[src/rtl/hazard_ctrl.sv]
// hazard_ctrl: stall, flush and forwarding control for a 5-stage MIPS pipeline
//   in : d_rs/d_rt, d_tuse_rs/d_tuse_rt, d_wa/d_we/d_tnew, d_md/d_md_use of the D-stage instruction
//   out: stall (PC, IF/ID), flush_e (ID/EX), fwd_rs_d/fwd_rt_d, fwd_rs_e/fwd_rt_e, md_busy, stall_cnt
//   HAZARD_PERF_EN builds a saturating stall-cycle counter on stall_cnt; without it stall_cnt is 0.
module hazard_ctrl #(
  parameter int MULT_CYC = 5,
  parameter int DIV_CYC  = 10
) (
  input  logic        clk,
  input  logic        rst_n,
  input  logic [4:0]  d_rs,
  input  logic [4:0]  d_rt,
  input  logic [1:0]  d_tuse_rs,
  input  logic [1:0]  d_tuse_rt,
  input  logic [4:0]  d_wa,
  input  logic        d_we,
  input  logic [1:0]  d_tnew,
  input  logic [1:0]  d_md,
  input  logic        d_md_use,
  output logic        stall,
  output logic        flush_e,
  output logic [1:0]  fwd_rs_d,
  output logic [1:0]  fwd_rt_d,
  output logic [1:0]  fwd_rs_e,
  output logic [1:0]  fwd_rt_e,
  output logic        md_busy,
  output logic [31:0] stall_cnt
);
  localparam int MAXC = MULT_CYC > DIV_CYC ? MULT_CYC : DIV_CYC;
  localparam int CW = $clog2(MAXC + 1);
  logic [4:0] e_wa_q, e_rs_q, e_rt_q, m_wa_q, w_wa_q, e_wa_d, e_rs_d, e_rt_d;
  logic e_we_q, m_we_q, w_we_q, e_we_d;
  logic [1:0] e_tnew_q, m_tnew_q, e_md_q, e_tnew_d, m_tnew_d, e_md_d;
  logic [CW-1:0] md_cnt_q, md_cnt_d;
  logic e_live, m_live, w_live, rs_stall, rt_stall, md_stall;
  assign e_live = e_we_q && e_wa_q != 5'd0;
  assign m_live = m_we_q && m_wa_q != 5'd0;
  assign w_live = w_we_q && w_wa_q != 5'd0;
  // the youngest matching stage alone decides whether the operand is late
  assign rs_stall = d_rs != 5'd0 && d_tuse_rs != 2'd3 &&
                    (e_live && e_wa_q == d_rs ? e_tnew_q > d_tuse_rs
                                              : m_live && m_wa_q == d_rs && m_tnew_q > d_tuse_rs);
  assign rt_stall = d_rt != 5'd0 && d_tuse_rt != 2'd3 &&
                    (e_live && e_wa_q == d_rt ? e_tnew_q > d_tuse_rt
                                              : m_live && m_wa_q == d_rt && m_tnew_q > d_tuse_rt);
  // a start sitting in E has not loaded the countdown yet but must still block
  assign md_stall = d_md_use && (md_cnt_q != '0 || e_md_q == 2'b01 || e_md_q == 2'b10);
  assign stall    = rs_stall || rt_stall || md_stall;
  assign flush_e  = stall;
  assign md_busy  = md_cnt_q != '0;
  assign fwd_rs_d = d_rs == 5'd0 ? 2'd0 :
                    e_live && e_wa_q == d_rs && e_tnew_q == 2'd0 ? 2'd1 :
                    m_live && m_wa_q == d_rs && m_tnew_q == 2'd0 ? 2'd2 :
                    w_live && w_wa_q == d_rs ? 2'd3 : 2'd0;
  assign fwd_rt_d = d_rt == 5'd0 ? 2'd0 :
                    e_live && e_wa_q == d_rt && e_tnew_q == 2'd0 ? 2'd1 :
                    m_live && m_wa_q == d_rt && m_tnew_q == 2'd0 ? 2'd2 :
                    w_live && w_wa_q == d_rt ? 2'd3 : 2'd0;
  assign fwd_rs_e = m_live && m_wa_q == e_rs_q && m_tnew_q == 2'd0 ? 2'd2 :
                    w_live && w_wa_q == e_rs_q ? 2'd3 : 2'd0;
  assign fwd_rt_e = m_live && m_wa_q == e_rt_q && m_tnew_q == 2'd0 ? 2'd2 :
                    w_live && w_wa_q == e_rt_q ? 2'd3 : 2'd0;
  always_comb begin
    e_wa_d   = stall ? 5'd0 : d_wa;
    e_we_d   = stall ? 1'b0 : d_we;
    e_tnew_d = stall ? 2'd0 : d_tnew;
    e_rs_d   = stall ? 5'd0 : d_rs;
    e_rt_d   = stall ? 5'd0 : d_rt;
    e_md_d   = stall ? 2'd0 : d_md;
    m_tnew_d = e_tnew_q == 2'd0 ? 2'd0 : e_tnew_q - 2'd1;
    md_cnt_d = e_md_q == 2'b01 ? CW'(MULT_CYC) :
               e_md_q == 2'b10 ? CW'(DIV_CYC) :
               md_cnt_q != '0 ? md_cnt_q - CW'(1) : '0;
  end
  always_ff @(posedge clk or negedge rst_n) begin
    if (!rst_n) begin
      {e_wa_q, e_we_q, e_tnew_q, e_rs_q, e_rt_q, e_md_q} <= '0;
      {m_wa_q, m_we_q, m_tnew_q, w_wa_q, w_we_q} <= '0;
      md_cnt_q <= '0;
    end else begin
      {e_wa_q, e_we_q, e_tnew_q, e_rs_q, e_rt_q, e_md_q} <= {e_wa_d, e_we_d, e_tnew_d, e_rs_d, e_rt_d, e_md_d};
      {m_wa_q, m_we_q, m_tnew_q} <= {e_wa_q, e_we_q, m_tnew_d};
      {w_wa_q, w_we_q} <= {m_wa_q, m_we_q};
      md_cnt_q <= md_cnt_d;
    end
  end
`ifdef HAZARD_PERF_EN
  logic [31:0] stall_cnt_q;
  always_ff @(posedge clk or negedge rst_n) begin
    if (!rst_n) stall_cnt_q <= '0;
    else if (stall && stall_cnt_q != 32'hFFFF_FFFF) stall_cnt_q <= stall_cnt_q + 32'd1;
  end
  assign stall_cnt = stall_cnt_q;
`else
  assign stall_cnt = '0;
`endif
endmodule

[config.mk]
export PLATFORM = sky130hd
export DESIGN_NAME = hazard_ctrl
export DESIGN_NICKNAME = d
export VERILOG_FILES = /design/src/rtl/hazard_ctrl.sv
export SDC_FILE = /design/constraint.sdc
export NUM_CORES = 1
export LEC_CHECK = 0
export ABC_CLOCK_PERIOD_IN_PS = 4400
export CAP_MARGIN = 20
export CORE_AREA = 4 4 140 75
export DETAILED_ROUTE_END_ITERATION = 10
export DIE_AREA = 0 0 144 79
export PLACE_DENSITY = 0.58
export SETUP_SLACK_MARGIN = 0.1
export SYNTH_ARGS = -nofsm -noshare
export SYNTH_HDL_FRONTEND = slang
export SYNTH_SLANG_ARGS = --single-unit
[constraint.sdc]
create_clock -name clk -period 4.4 [get_ports clk]
set_clock_uncertainty 0.05 [all_clocks]
set_input_delay 0.66 -clock clk [delete_from_list [all_inputs] [get_ports clk]]
set_output_delay 0.66 -clock clk [all_outputs]
set_load 0.005 [all_outputs]
### Word level (Yosys, flattened, before mapping)

Cells that the tools add are included.

| word-level totals | value |
|---|---|
| register bits after elaboration | 38 |
| input port bits | 27 |
| output and inout bits | 43 |
| word-level logic and storage cells | 96 |

| operators by class | value |
|---|---|
| add/sub/neg operators | 2 |
| $lt $le $gt $ge | 4 |
| equality and inequality tests | 14 |
| multiplexer cells | 24 |
| reduce and logical (&&, ||, !) cells | 40 |

Operators with widths:

| cell | count |
|---|---|
| 5-bit equality test | 10 |
| 2-bit 2-to-1 mux | 15 |
| 1-bit logical AND | 26 |
| 5-bit nonzero test | 5 |
| 5-bit 2-to-1 mux | 3 |
| 4-bit 2-to-1 mux | 3 |
| 5-bit logical NOT | 2 |
| 2-bit greater-than comparator | 4 |
| 2-bit logical NOT | 2 |
| 1-bit logical OR | 4 |
| 2-bit inequality test (second input constant) | 2 |
| 4-bit nonzero test | 1 |
| 4-bit by 1-bit subtractor with 4-bit output (second input constant) | 1 |
| 1-bit 2-to-1 mux | 3 |
| 2-bit by 1-bit equality test with 1-bit output (second input constant) | 1 |
| 2-bit equality test (second input constant) | 1 |
| 2-bit by 1-bit subtractor with 2-bit output (second input constant) | 1 |

### Longest topological paths before layout

Gate-level depths: netlist (run 1).

| logic depth | value |
|---|---|
| depth after elaboration | 9 |
| mapped depth | 8 |
| gate-level depth less buffers | 7 |

### Least setup slack after synthesis (run 1)

No wires, ideal clock.

| timing | value |
|---|---|
| kind | input -> output |
| from | input port d_tuse_rt[1] |
| to | output port stall |
| arrival time | 2099 ps |
| required time | 3690 ps |
| setup slack | 1591 ps |
| stages on the path | 8 |
| path buffers | 1 |
| cell sequence | inv_1 > ha_1 > nor2b_1 > a2bb2oi_1 > nor4_1 > a211oi_2 > or3_1 > buf_4 |

| on the way | value |
|---|---|
| word-level cells in the longest chain between the ends | 6 |
| elaborated cells on any way between the ends | 9 |
| those cells by class | 2 x order compare; 1 x eq/ne; 1 x mux; 5 x reduce/logical |

RTL lines:

| item | RTL line | RTL |
|---|---|---|
| start, declared | 14 | `input logic [1:0] d_tuse_rt,` |
| 2-bit greater-than comparator | 45 | `: m_live && m_wa_q == d_rt && m_tnew_q > d_tuse_rt);` |
| 1-bit logical AND | 45 |  |
| 1-bit 2-to-1 mux | 44 | `(e_live && e_wa_q == d_rt ? e_tnew_q > d_tuse_rt` |
| 1-bit logical AND (*) | 43 | `assign rt_stall = d_rt != 5'd0 && d_tuse_rt != 2'd3 &&` |
| 1-bit logical OR (*) (2 in a row) | 48 | `assign stall = rs_stall \|\| rt_stall \|\| md_stall;` |
| end, declared | 20 | `output logic stall,` |

Mark *: on every way between the ends. The rest lies on a longest branch, timed or not.

### Final worst setup path (run 1)

| timing | value |
|---|---|
| from | input port d_tuse_rt[1] |
| to | output port flush_e |

| on the way | value |
|---|---|
| word-level cells in the longest chain between the ends | 6 |
| elaborated cells on any way between the ends | 9 |
| those cells by class | 2 x order compare; 1 x eq/ne; 1 x mux; 5 x reduce/logical |

RTL lines:

| item | RTL line | RTL |
|---|---|---|
| 2-bit greater-than comparator | 45 |  |
| 1-bit logical AND | 45 |  |
| 1-bit 2-to-1 mux | 44 |  |
| 1-bit logical AND (*) | 43 |  |
| 1-bit logical OR (*) (2 in a row) | 48 |  |
| end, declared | 21 | `output logic flush_e,` |

Marked as above.

==> impl_metrics.env, run 1 <==
export IMPL_rsz0062_at_grt="no"
export IMPL_seq_power_share=0.412
export IMPL_synthesis_area_um2=2700
export IMPL_synth_simple_area_share=0.242
export IMPL_synth_compound_gate_area_share=0.0695
export IMPL_gp_congestion=0.832
export IMPL_grt_max_degree=39
export IMPL_synth_top_cells_by_count="dfrtp_1 (38), buf_4 (33), xnor2_1 (28)"
export IMPL_clock_latency_ns=0.28
export IMPL_maxCapViolCount=0
export IMPL_h_tree_depth=2
export IMPL_fin_ws_ns=0.533
export IMPL_antenna_found_initial=0
export IMPL_synth_edf_count=0
export IMPL_grt_total_usage=0.123
export IMPL_status="complete, no violations"
export IMPL_synth_flop_cell="dfrtp_1"
export IMPL_critPathKind="input port to primary output"
export IMPL_peakVddDrop_mv=0.176
export IMPL_hold_viol_final=0
export IMPL_max_freq_ghz=0.259
export IMPL_wl_um=6700
export IMPL_cts_resized=0
export IMPL_yosysWarnings=0
export IMPL_core_rowCount=25
export IMPL_period_share=0.879
export IMPL_powerDensity_nw_per_um2=366
export IMPL_start_kind="input port"
export IMPL_cp_end_kind="primary output"
export IMPL_drt_antenna_violating_nets=0
export IMPL_p_switching_mw=0.371
export IMPL_synth_area_mux_share=0
export IMPL_min_period_ns=3.87
export IMPL_syn_area_per_cell_um2=10.6
export IMPL_maxSlewHeadroom=0.530
export IMPL_core_area_um2=9230
export IMPL_die_w_um=144
export IMPL_worst_pin_slew_ns=0.702
export IMPL_hold_start="e_we_q"
export IMPL_cp_required_ns=3.69
export IMPL_die_y_um=79
export IMPL_synthAdderAreaFrac=0.0371
export IMPL_io_pins=70
export IMPL_syn_to_final_growth_pct=18.5
export IMPL_portBuffers=37
export IMPL_internal_power_mw=0.799
export IMPL_synth_most_common_cell="dfrtp_1"
export IMPL_dieArea_um2=11400
export IMPL_crit_path_max_fanout=2
export IMPL_fin_setup_tns_ns=0
export IMPL_first_iter_violations=142
export IMPL_numCtsBuffers=5
export IMPL_synth_area_leaders="dfrtp_1 (35%), nor4b_2 (10%), buf_4 (9.2%)"
export IMPL_routed_via_density=4.55
export IMPL_overflow=0
export IMPL_synth_top_area_frac=0.352
export IMPL_wl_per_cell_um=16.4
export IMPL_synth_distinct_cells=45
export IMPL_postCtsSetupBuffers=0
export IMPL_n_antenna_cell=0
export IMPL_power_leakage_nw=1.32
export IMPL_netlist_instances=255
export IMPL_firstDrtPassIters=4
export IMPL_swShare=0.317
export IMPL_yosysTopAreaCell="dfrtp_1"
export IMPL_synth_xor_area_frac=0.162
export IMPL_r2r_start="e_tnew_q[1]"
export IMPL_yosysSeqAreaShare=0.352
export IMPL_dpl_hpwl_um=5230
export IMPL_worstPathArrival_ns=3.16
export IMPL_cts_max_path_buffers=2
export IMPL_drv_slew=0
export IMPL_power_mw=1.17
export IMPL_setup_viol=0
export IMPL_routed_via_count=1861
export IMPL_synth_top_family_by_area="simple AND/OR/NAND/NOR gates"
export IMPL_combPwrFrac=0.279
export IMPL_fin_nets=322
export IMPL_first_global_vias=1842
export IMPL_path_clk_slew_ns=0.06
export IMPL_crit_path_start="d_tuse_rt[1]"
export IMPL_yosys_register_bits=38
export IMPL_drive_above_1_share=0.132
export IMPL_initial_core_util=0.292
export IMPL_p_clk_frac=0.309
export IMPL_drc=0
export IMPL_pre_cts_slack_ns=0.531
export IMPL_synth_async_reset_ratio=1.00
export IMPL_hold_path_class="flip-flop to flip-flop"
export IMPL_ctsRootBufferMaster="clkbuf_16"
export IMPL_cts_sinks=38
export IMPL_cts_tree="done"
export IMPL_cts_hold_buffers=0
export IMPL_grt_pass1_wl_um=10600
==> flip-flops by register name, indices dropped and copies added, names as in the netlist, 2 cells and up <==
signal    cells
e_tnew_q      2
m_wa_q        5
e_rt_q        5
e_wa_q        5
e_md_q        2
md_cnt_q      4
m_tnew_q      2
e_rs_q        5
w_wa_q        5
==> routing by layer <==
metal,global-route usage,share of wire,routed length [um]
met1,0.194,0.50,3340
met2,0.159,0.40,2660
met4,0.0226,0.0060,40
met5,0,0,0
met3,0.0427,0.099,664
==> cell type report <==
class	instances	area, um2
Clock inverter	1	5.00
Sequential cell	38	951
Timing Repair Buffer	43	415
Clock buffer	7	143
Fill cell	917	6030
Multi-Input combinational cell	195	1520
Inverter	4	15.0
Tap cell	121	151
==> worst max-delay path, cell delays in order <==
cell and delay [ns]:
clkdlybuf4s50_1 0.47, inv_1 0.06, ha_1 0.29, nor2b_1 0.13
a2bb2oi_1 0.13, nor4_1 0.40, a211oi_4 0.08, or3_1 0.45
clkdlybuf4s50_1 0.48
==> through the flow <==
stage	instances	hold slack [ns]	area [um2]	util
after floorplan	286	0.299	2820	-
after global placement	401	0.384	3050	0.331
after detailed placement	401	0.372	3050	0.331
after CTS	409	0.385	3200	0.347
after global routing	409	0.402	3200	0.347
final	409	0.394	3200	0.347
==> cells in the final DEF, fill, tap and decap left out, drive strengths merged, types with 7 or more instances in the layout <==
cell type / count
dfrtp: 38
clkdlybuf4s50: 37
conb: 32
xnor2: 28
xor2: 22
nor4b: 21
nor2: 11
nor3: 10
ha: 8
nor2b: 7
nand4: 7
clkbuf: 7
==> cell families (layout without fill, tap and decap cells) <==
kind of cell / after synthesis / after routing
adder cells (fa/ha/maj): 8 / 8
flip-flops: 38 / 38
other: 1 / 32
XOR/XNOR: 50 / 50
buffers and inverters: 53 / 55
AO/OA/AOI/OAI: 26 / 26
AND/OR/NAND/NOR: 79 / 79
==> worst paths after layout <==
kind                          endpoint  slack, ns  depth (start not counted)
hold reg to reg                 m_we_q       0.39                          0
setup / recovery               flush_e       0.53                          9
min in group asynchronous  md_cnt_q[0]       0.75                          2
max in group asynchronous    e_rs_q[1]       3.20                          2
setup reg to reg             e_rs_q[1]       2.02                          7
hold / removal                  m_we_q       0.39                          0
==> power by group through the flow <==
stage / clock network [mW] / registers, mW / logic, mW
2_1_floorplan: 0 / 0.446 / 0.270
3_3_place_gp: 0 / 0.485 / 0.324
3_5_place_dp: 0 / 0.487 / 0.326
4_1_cts: 0.367 / 0.481 / 0.328
5_1_grt: 0.385 / 0.492 / 0.367
6_report: 0.361 / 0.482 / 0.327
Power figures use the tool's default switching activity.
==> run 2: changes to the inputs <==
--- a/config.mk
+++ b/config.mk
@@ -5,6 +5,7 @@
 export SDC_FILE = /design/constraint.sdc
 export NUM_CORES = 1
 export LEC_CHECK = 0
+export ABC_AREA = 0
 export ABC_CLOCK_PERIOD_IN_PS = 4400
 export CAP_MARGIN = 20
 export CORE_AREA = 4 4 140 75
==> results of run 2 <==
Final layout, timing and power as in run 1 (identical DEF).
==> run 3: changes to the inputs <==
--- a/config.mk
+++ b/config.mk
@@ -11,6 +11,7 @@
 export CORE_AREA = 4 4 140 75
 export DETAILED_ROUTE_END_ITERATION = 10
 export DIE_AREA = 0 0 144 79
+export GPL_TIMING_DRIVEN = 0
 export PLACE_DENSITY = 0.58
 export SETUP_SLACK_MARGIN = 0.1
 export SYNTH_ARGS = -nofsm -noshare
==> run 3 against run 2 <==
- non-clock buffer count is 43 higher
- utilization increased by 2.9 points
- sequential power shrank 5.0%
- design area is 8.3% higher
- largest cell class unchanged
- clock power decreased by 5%
- worst setup slack worse by 0.20 ns
- critical path depth is 1 lower
- via count grew 5.5%
- sequential share of layout area fell by 2.3 points
- hold slack lost 0.070 ns
- critical path type unchanged
- maximum frequency shrank 5.0%
- global-route usage rose by 0.36 points
==> impl_metrics.env, run 3 (synthesized netlist as in run 1, its figures left out) <==
export IMPL_drt_antenna_violating_nets=0
export IMPL_cp_end_kind="primary output"
export IMPL_crit_path_max_fanout=5
export IMPL_period_share=0.925
export IMPL_h_tree_depth=2
export IMPL_maxCapViolCount=0
export IMPL_timing_hold_ws_ns=0.324
export IMPL_hold_path_class="flip-flop to flip-flop"
export IMPL_path_clk_slew_ns=0.06
export IMPL_wl_um=6830
export IMPL_hold_depth=0
export IMPL_numCtsBuffers=5
export IMPL_ctsRootBufferMaster="clkbuf_16"
export IMPL_die_w_um=144
export IMPL_cts_resized=0
export IMPL_io_pins=70
export IMPL_wl_per_cell_um=15.1
export IMPL_portBuffers=37
export IMPL_worst_pin_slew_ns=0.862
export IMPL_antenna_found_initial=0
export IMPL_start_kind="input port"
export IMPL_setup_viol=0
export IMPL_power_mw=1.18
export IMPL_grt_pass1_wl_um=10700
export IMPL_rsz0062_at_grt="no"
export IMPL_first_global_vias=1899
export IMPL_clock_latency_ns=0.29
export IMPL_drc=0
export IMPL_core_area_um2=9230
export IMPL_first_iter_violations=109
export IMPL_firstDrtPassIters=4
export IMPL_power_leakage_nw=1.51
export IMPL_combPwrFrac=0.321
export IMPL_initial_core_util=0.292
export IMPL_cts_hold_buffers=0
export IMPL_powerDensity_nw_per_um2=340
export IMPL_status="complete, no violations"
export IMPL_fillers=919
export IMPL_grt_total_usage=0.127
export IMPL_swShare=0.317
export IMPL_stdcell_count=451
export IMPL_placed_cells=444
export IMPL_multiInputGateArea_um2=1500
export IMPL_drive_above_1_share=0.215
export IMPL_overflow=0
export IMPL_syn_to_final_growth_pct=28.4
export IMPL_fin_nets=365
export IMPL_routed_via_density=4.35
export IMPL_seq_power_share=0.388
export IMPL_gp_congestion=0.854
export IMPL_fin_area_um2=3460
export IMPL_drv_slew=0
export IMPL_worstPathArrival_ns=3.36
export IMPL_core_rowCount=25
export IMPL_final_cell_mix="dfrtp_1 (38), clkdlybuf4s50_1 (36), buf_4 (33)"
export IMPL_critPathKind="input port to primary output"
export IMPL_mostFrequentLayoutCell="dfrtp_1"
export IMPL_internal_power_mw=0.806
export IMPL_reg2reg_depth=7
export IMPL_die_y_um=79
export IMPL_p_clk_frac=0.290
export IMPL_fin_setup_tns_ns=0
export IMPL_post_dp_cell_area_um2=3330
export IMPL_dpl_hpwl_um=5410
export IMPL_postCtsSetupBuffers=0
export IMPL_cp_required_ns=3.69
export IMPL_cts_tree="done"
export IMPL_seq_area_um2=951
export IMPL_max_freq_ghz=0.246
export IMPL_dieArea_um2=11400
export IMPL_cts_sinks=38
export IMPL_p_switching_mw=0.373
export IMPL_routed_via_count=1964
export IMPL_grt_max_degree=39
export IMPL_cts_max_path_buffers=2
export IMPL_peakVddDrop_mv=0.180
export IMPL_hold_viol_final=0
export IMPL_n_antenna_cell=0
export IMPL_maxSlewHeadroom=0.425
export IMPL_min_period_ns=4.07
[run 3: cell count changes in the layout (fill, tap and decap cells not counted), moves of 4 or more]
| cell | change |
|---|---|
| clkbuf_1 | +8 |
| buf_2 | +4 |
| buf_4 | +27 |
| buf_6 | +5 |
[run 3: worst max-delay path, cell delays in order]
cell and delay (ns):
clkdlybuf4s50_1 0.69, xnor2_1 0.16, nand4_1 0.12, or4_1 0.51
nor3b_2 0.24, or3_1 0.41, buf_4 0.15, clkdlybuf4s50_1 0.43
[run 3: path summary, 6_finish.rpt]
check | start | endpoint | slack, ns
worst max-delay path | d_rs[4] | stall | 0.33
worst min-delay path | m_wa_q[0] | w_wa_q[0] | 0.32
worst max register to register | m_wa_q[3] | e_rt_q[2] | 2.15
worst min register to register | m_wa_q[0] | w_wa_q[0] | 0.32
max in group asynchronous | rst_n | e_rs_q[1] | 3.32
min in group asynchronous | rst_n | md_cnt_q[0] | 0.44
[run 3: area by class of cell]
class | count | area share
multi-input combinational | 195 | 0.433
sequential | 38 | 0.274
timing repair buffer | 37 | 0.105
buffer | 49 | 0.101
tap | 121 | 0.0437
clock buffer | 7 | 0.0383
inverter | 4 | 0.00433
[run 3: metrics by stage]
step	worst slack, ns	util
after global placement	0.382	0.362
final	0.329	0.375
after floorplan	1.59	-
after global routing	0.217	0.375
after detailed placement	0.343	0.361
after CTS	0.329	0.375
[run 3: power groups by stage]
| stage | clock [mW] | sequential (mW) | combinational [mW] |
|---|---|---|---|
| 5_1_grt | 0.365 | 0.465 | 0.422 |
| 3_5_place_dp | 0 | 0.463 | 0.378 |
| 6_report | 0.343 | 0.458 | 0.379 |
| 3_3_place_gp | 0 | 0.459 | 0.373 |
| 4_1_cts | 0.352 | 0.457 | 0.380 |
| 2_1_floorplan | 0 | 0.446 | 0.270 |
[run 3: routing by layer]
layer  GRT usage  routed length, um  vias to the layer above
li1            -                  -                      971
met1       0.202               3540                      921
met2       0.162               2750                       66
met3      0.0373                477                        6
met4      0.0310                 59                        0
met5           0                  0                        -
==> variant 1 (settings of run 2) <==
The parameter `MULT_CYC` goes from 5 to 4.
--- a/src/rtl/hazard_ctrl.sv
+++ b/src/rtl/hazard_ctrl.sv
@@ -3,7 +3,7 @@
 //   out: stall (PC, IF/ID), flush_e (ID/EX), fwd_rs_d/fwd_rt_d, fwd_rs_e/fwd_rt_e, md_busy, stall_cnt
 //   HAZARD_PERF_EN builds a saturating stall-cycle counter on stall_cnt; without it stall_cnt is 0.
 module hazard_ctrl #(
-  parameter int MULT_CYC = 5,
+  parameter int MULT_CYC = 4,
   parameter int DIV_CYC  = 10
 ) (
   input  logic        clk,
Function: changed (Yosys sat finds a counterexample within 10 cycles, from zero or initial values and one cycle with rst_n low).
==> variant 1 against run 2 <==
Critical path depth unchanged. Final cell count unchanged. Synthesized area decreased by 0.79%. Total power increased by 14%. Design area increased by 0.67%. Synthesized cell count increased by 0.78%. Via count decreased by 3.7%. Core utilization increased by 0.23 points. Die area unchanged. Wire length decreased by 3.5%. Hold slack got worse by 0.031 ns. Sequential cell count unchanged. Global-route usage decreased by 0.15 points. Setup slack improved by 0.039 ns. Highest routed layer unchanged.
==> variant 1: results <==
export IMPL_status="finished, final reports clean"
export IMPL_cts_root_buffer="clkbuf_16"
export IMPL_muxShareOfSynthArea_pct=0
export IMPL_met2_usage_pct=16.1
export IMPL_io_buffers=37
export IMPL_ys_top_cells_by_count="dfrtp_1, buf_4, xnor2_1"
export IMPL_grt_pass1_wl_um=10400
export IMPL_synthAdderAreaFrac_pct=3.74
export IMPL_grt_usage_pct=12.2
export IMPL_nets=322
export IMPL_async_flop_share_pct=100
export IMPL_ir_drop_mv=0.170
export IMPL_grt_use_met3_pct=3.97
export IMPL_place_congestion=0.793
export IMPL_cts_resized=0
export IMPL_synth_xor_area_share_pct=16.4
export IMPL_drt_iter0_drc=73
export IMPL_synth_warnings=0
export IMPL_grt_max_degree=39
export IMPL_comb_cell_power_mw=0.362
export IMPL_hpwl_um=5160
export IMPL_synth_compound_area_share_pct=6.17
export IMPL_postCtsSetupBuffers=0
export IMPL_internal_power_mw=0.941
export IMPL_final_layout_size_suffix_gt1_share_pct=13.5
export IMPL_synth_area_top_cells="dfrtp_1, nor4b_2, buf_4"
export IMPL_n_fill_cell=922
export IMPL_powerSeq_mw=0.496
export IMPL_worstPathArrival_ns=3.12
export IMPL_yosysSeqAreaShare_pct=35.5
export IMPL_p_leak_nw=1.32
export IMPL_clkTransAtPathRegs_ns=0.06
export IMPL_clk_latency_ns=0.28
export IMPL_max_stage_delay_ns=0.47
export IMPL_worstMarginPinSlew_ns=0.680
export IMPL_hold_path_class="reg -> reg"
export IMPL_total_power_mw=1.34
export IMPL_wl_um=6470
export IMPL_grt_pass1_vias=1857
export IMPL_htreeDepth=2
export IMPL_vias=1793
export IMPL_grtUsageMet1_pct=19.1
export IMPL_cp_max_fo=2
export IMPL_synthDistinctLibCells=42
## variant 1: area by class of cell
type	count	share of cell area, %
Clock inverter	2	1.87
Multi-Input combinational cell	196	46.6
Tap cell	121	4.70
Clock buffer	6	4.31
Inverter	5	0.583
Sequential cell	38	29.5
Timing Repair Buffer	41	12.4
## variant 1: routing by layer
| metal | wire length, um | vias to the layer above | share of wire (%) |
|---|---|---|---|
| li1 | - | 882 | - |
| met1 | 3570 | 866 | 55 |
| met2 | 2560 | 41 | 40 |
| met3 | 308 | 4 | 4.8 |
| met4 | 27 | 0 | 0.42 |
| met5 | 0 | - | 0 |
## variant 1: through the flow
stage	utilization, %	hold slack [ns]	instance area, um^2	setup WS [ns]	instances
after floorplan	-	0.299	2790	1.59	288
after global placement	32.7	0.342	3020	0.598	401
after global routing	34.9	0.381	3220	0.445	409
after detailed placement	32.7	0.347	3020	0.583	401
after CTS	34.9	0.365	3220	0.552	409
final	34.9	0.363	3220	0.573	409
## variant 1: final timing paths
path | start | depth (start not counted) | to | slack, ns
worst max-delay path | d_tuse_rt[1] | 9 | flush_e | 0.57
worst min-delay path | m_we_q | 0 | w_we_q | 0.36
worst max register to register | m_wa_q[1] | 6 | e_wa_q[2] | 2.13
worst min register to register | m_we_q | 0 | w_we_q | 0.36
max in group asynchronous | rst_n | 2 | e_rs_q[4] | 3.19
min in group asynchronous | rst_n | 2 | e_tnew_q[0] | 0.75
## variant 1: kinds of logic after synthesis
kind of cell / after synthesis
buf+inv: 54
flops: 38
fa+ha+maj: 8
simple gates: 82
xor+xnor: 50
compound gates: 24
other cells: 1
## variant 1: worst reg2reg max path, cell delays in order (launching register included)
cell and delay [ns]:
dfrtp_1 0.49, or4_4 0.58, o21a_1 0.22, nand4_2 0.13
a211oi_4 0.08, buf_4 0.27, nor4b_2 0.35
==> variant 2 (flow settings as in run 2) <==
Made on the original files. Build with the macro `HAZARD_PERF_EN` defined.
--- a/src/rtl/hazard_ctrl.sv
+++ b/src/rtl/hazard_ctrl.sv
@@ -2,6 +2,8 @@
 //   in : d_rs/d_rt, d_tuse_rs/d_tuse_rt, d_wa/d_we/d_tnew, d_md/d_md_use of the D-stage instruction
 //   out: stall (PC, IF/ID), flush_e (ID/EX), fwd_rs_d/fwd_rt_d, fwd_rs_e/fwd_rt_e, md_busy, stall_cnt
 //   HAZARD_PERF_EN builds a saturating stall-cycle counter on stall_cnt; without it stall_cnt is 0.
+`define HAZARD_PERF_EN
+
 module hazard_ctrl #(
   parameter int MULT_CYC = 5,
   parameter int DIV_CYC  = 10
Behaviour: not the same (Yosys sat finds a counterexample within 4 cycles, from zero or initial values and one cycle with rst_n low).
==> variant 2 against run 2 <==
Via count rose by 56%. Global-route usage rose by 6.2 points. Design area increased by 51%. Setup slack worse by 0.013 ns. Sequential share of layout area increased by 6.6 points. Synthesized area grew 41%. Sequential cell count rose by 32. Total power increased by 65%. Wire length is 46% higher. Clock power grew 76%. Hold slack worse by 0.089 ns. Largest power group unchanged. Highest routed layer unchanged.
==> variant 2: results <==
export IMPL_wire_per_inst_um=17.3
export IMPL_via_per_inst=5.15
export IMPL_multiInputGateArea_mm2=0.00192
export IMPL_p_leak_nw=2.17
export IMPL_nets=477
export IMPL_synth_xor_area_share_pct=18.6
export IMPL_placed_cells=551
export IMPL_grt_max_degree=52
export IMPL_cts_buffers_inserted=9
export IMPL_final_layout_size_suffix_gt1_share_pct=5.63
export IMPL_n_fill_cell=832
export IMPL_hold_path_class="in -> async"
export IMPL_regToRegSetupSlack_ns=1.15
export IMPL_clk_latency_ns=0.32
export IMPL_drtPass1Iterations=4
export IMPL_synth_area_top_cells="dfrtp_1, xor2_1, xnor2_1"
export IMPL_synth_avg_cell_area_um2=10.1
export IMPL_worstSetupEndpoint="stall"
export IMPL_max_stage_delay_ns=0.65
export IMPL_synth_warnings=0
export IMPL_worst_hold_slack_ns=0.305
export IMPL_place_congestion=0.940
export IMPL_muxShareOfSynthArea_pct=0.591
export IMPL_pre_cts_slack_ns=0.557
export IMPL_internal_power_mw=1.35
export IMPL_met2_usage_pct=21.8
export IMPL_comb_cell_power_mw=0.436
export IMPL_io_buffers=69
export IMPL_r2r_start="m_wa_q[1]"
export IMPL_ir_drop_mv=0.212
export IMPL_hpwl_um=7590
export IMPL_vias=2907
export IMPL_ys_top_cells_by_count="dfrtp_1, xor2_1, nor2_1, xnor2_1, and2_1"
export IMPL_grt_use_met3_pct=7.88
export IMPL_synthDistinctLibCells=45
export IMPL_rr_endpoint="stall_cnt[1]"
export IMPL_postCtsSetupBuffers=0
export IMPL_grt_pass1_wl_um=15900
export IMPL_worstSetupStartpoint="d_rs[4]"
export IMPL_grtUsageMet1_pct=29.7
export IMPL_power_density_mw_per_mm2=400
export IMPL_antenna_found_initial=0
export IMPL_htreeDepth=3
export IMPL_placed_area_mm2=0.00457
export IMPL_grt_usage_pct=18.5
export IMPL_synthAdderAreaFrac_pct=2.96
export IMPL_seqPwrFrac_pct=44.6
export IMPL_status="finished, final reports clean"
export IMPL_synth_compound_area_share_pct=5.06
export IMPL_drt_iter0_drc=208
export IMPL_route_met3_wl_um=906
export IMPL_routedLengthMet1_um=5260
export IMPL_dr_wl_met2_um=3610
export IMPL_slew_headroom_pct=47.4
export IMPL_cp_max_fo=5
export IMPL_max_freq_ghz=0.258
==> variant 2: cell types whose count changed in the layout (fill, tap and decap cells not counted), moves of 17 or more <==
| cell | run 2 | this run |
|---|---|---|
| xor2_1 | 22 | 53 |
| dfrtp_1 | 38 | 70 |
| nor4b_2 | 18 | 0 |
| conb_1 | 32 | 0 |
| nor2_1 | 11 | 28 |
| and2_1 | 1 | 23 |
| clkdlybuf4s50_1 | 37 | 68 |
==> variant 2: layout make-up <==
| class | instances | area share, % |
|---|---|---|
| Clock buffer | 12 | 5.11 |
| Clock inverter | 2 | 0.208 |
| Inverter | 10 | 0.778 |
| Multi-Input combinational cell | 279 | 39.9 |
| Sequential cell | 70 | 36.3 |
| Tap cell | 121 | 3.14 |
| Timing Repair Buffer | 71 | 14.5 |
==> variant 2: worst register-to-register path, cell delays in order, from the launching register on <==
cell      delay, ns
dfrtp_1        0.52
or4_1          0.58
o21ai_1        0.28
nor4_1         0.10
mux2_2         0.31
a211oi_4       0.30
buf_4          0.49
nor2b_1        0.17
mux2_1         0.33
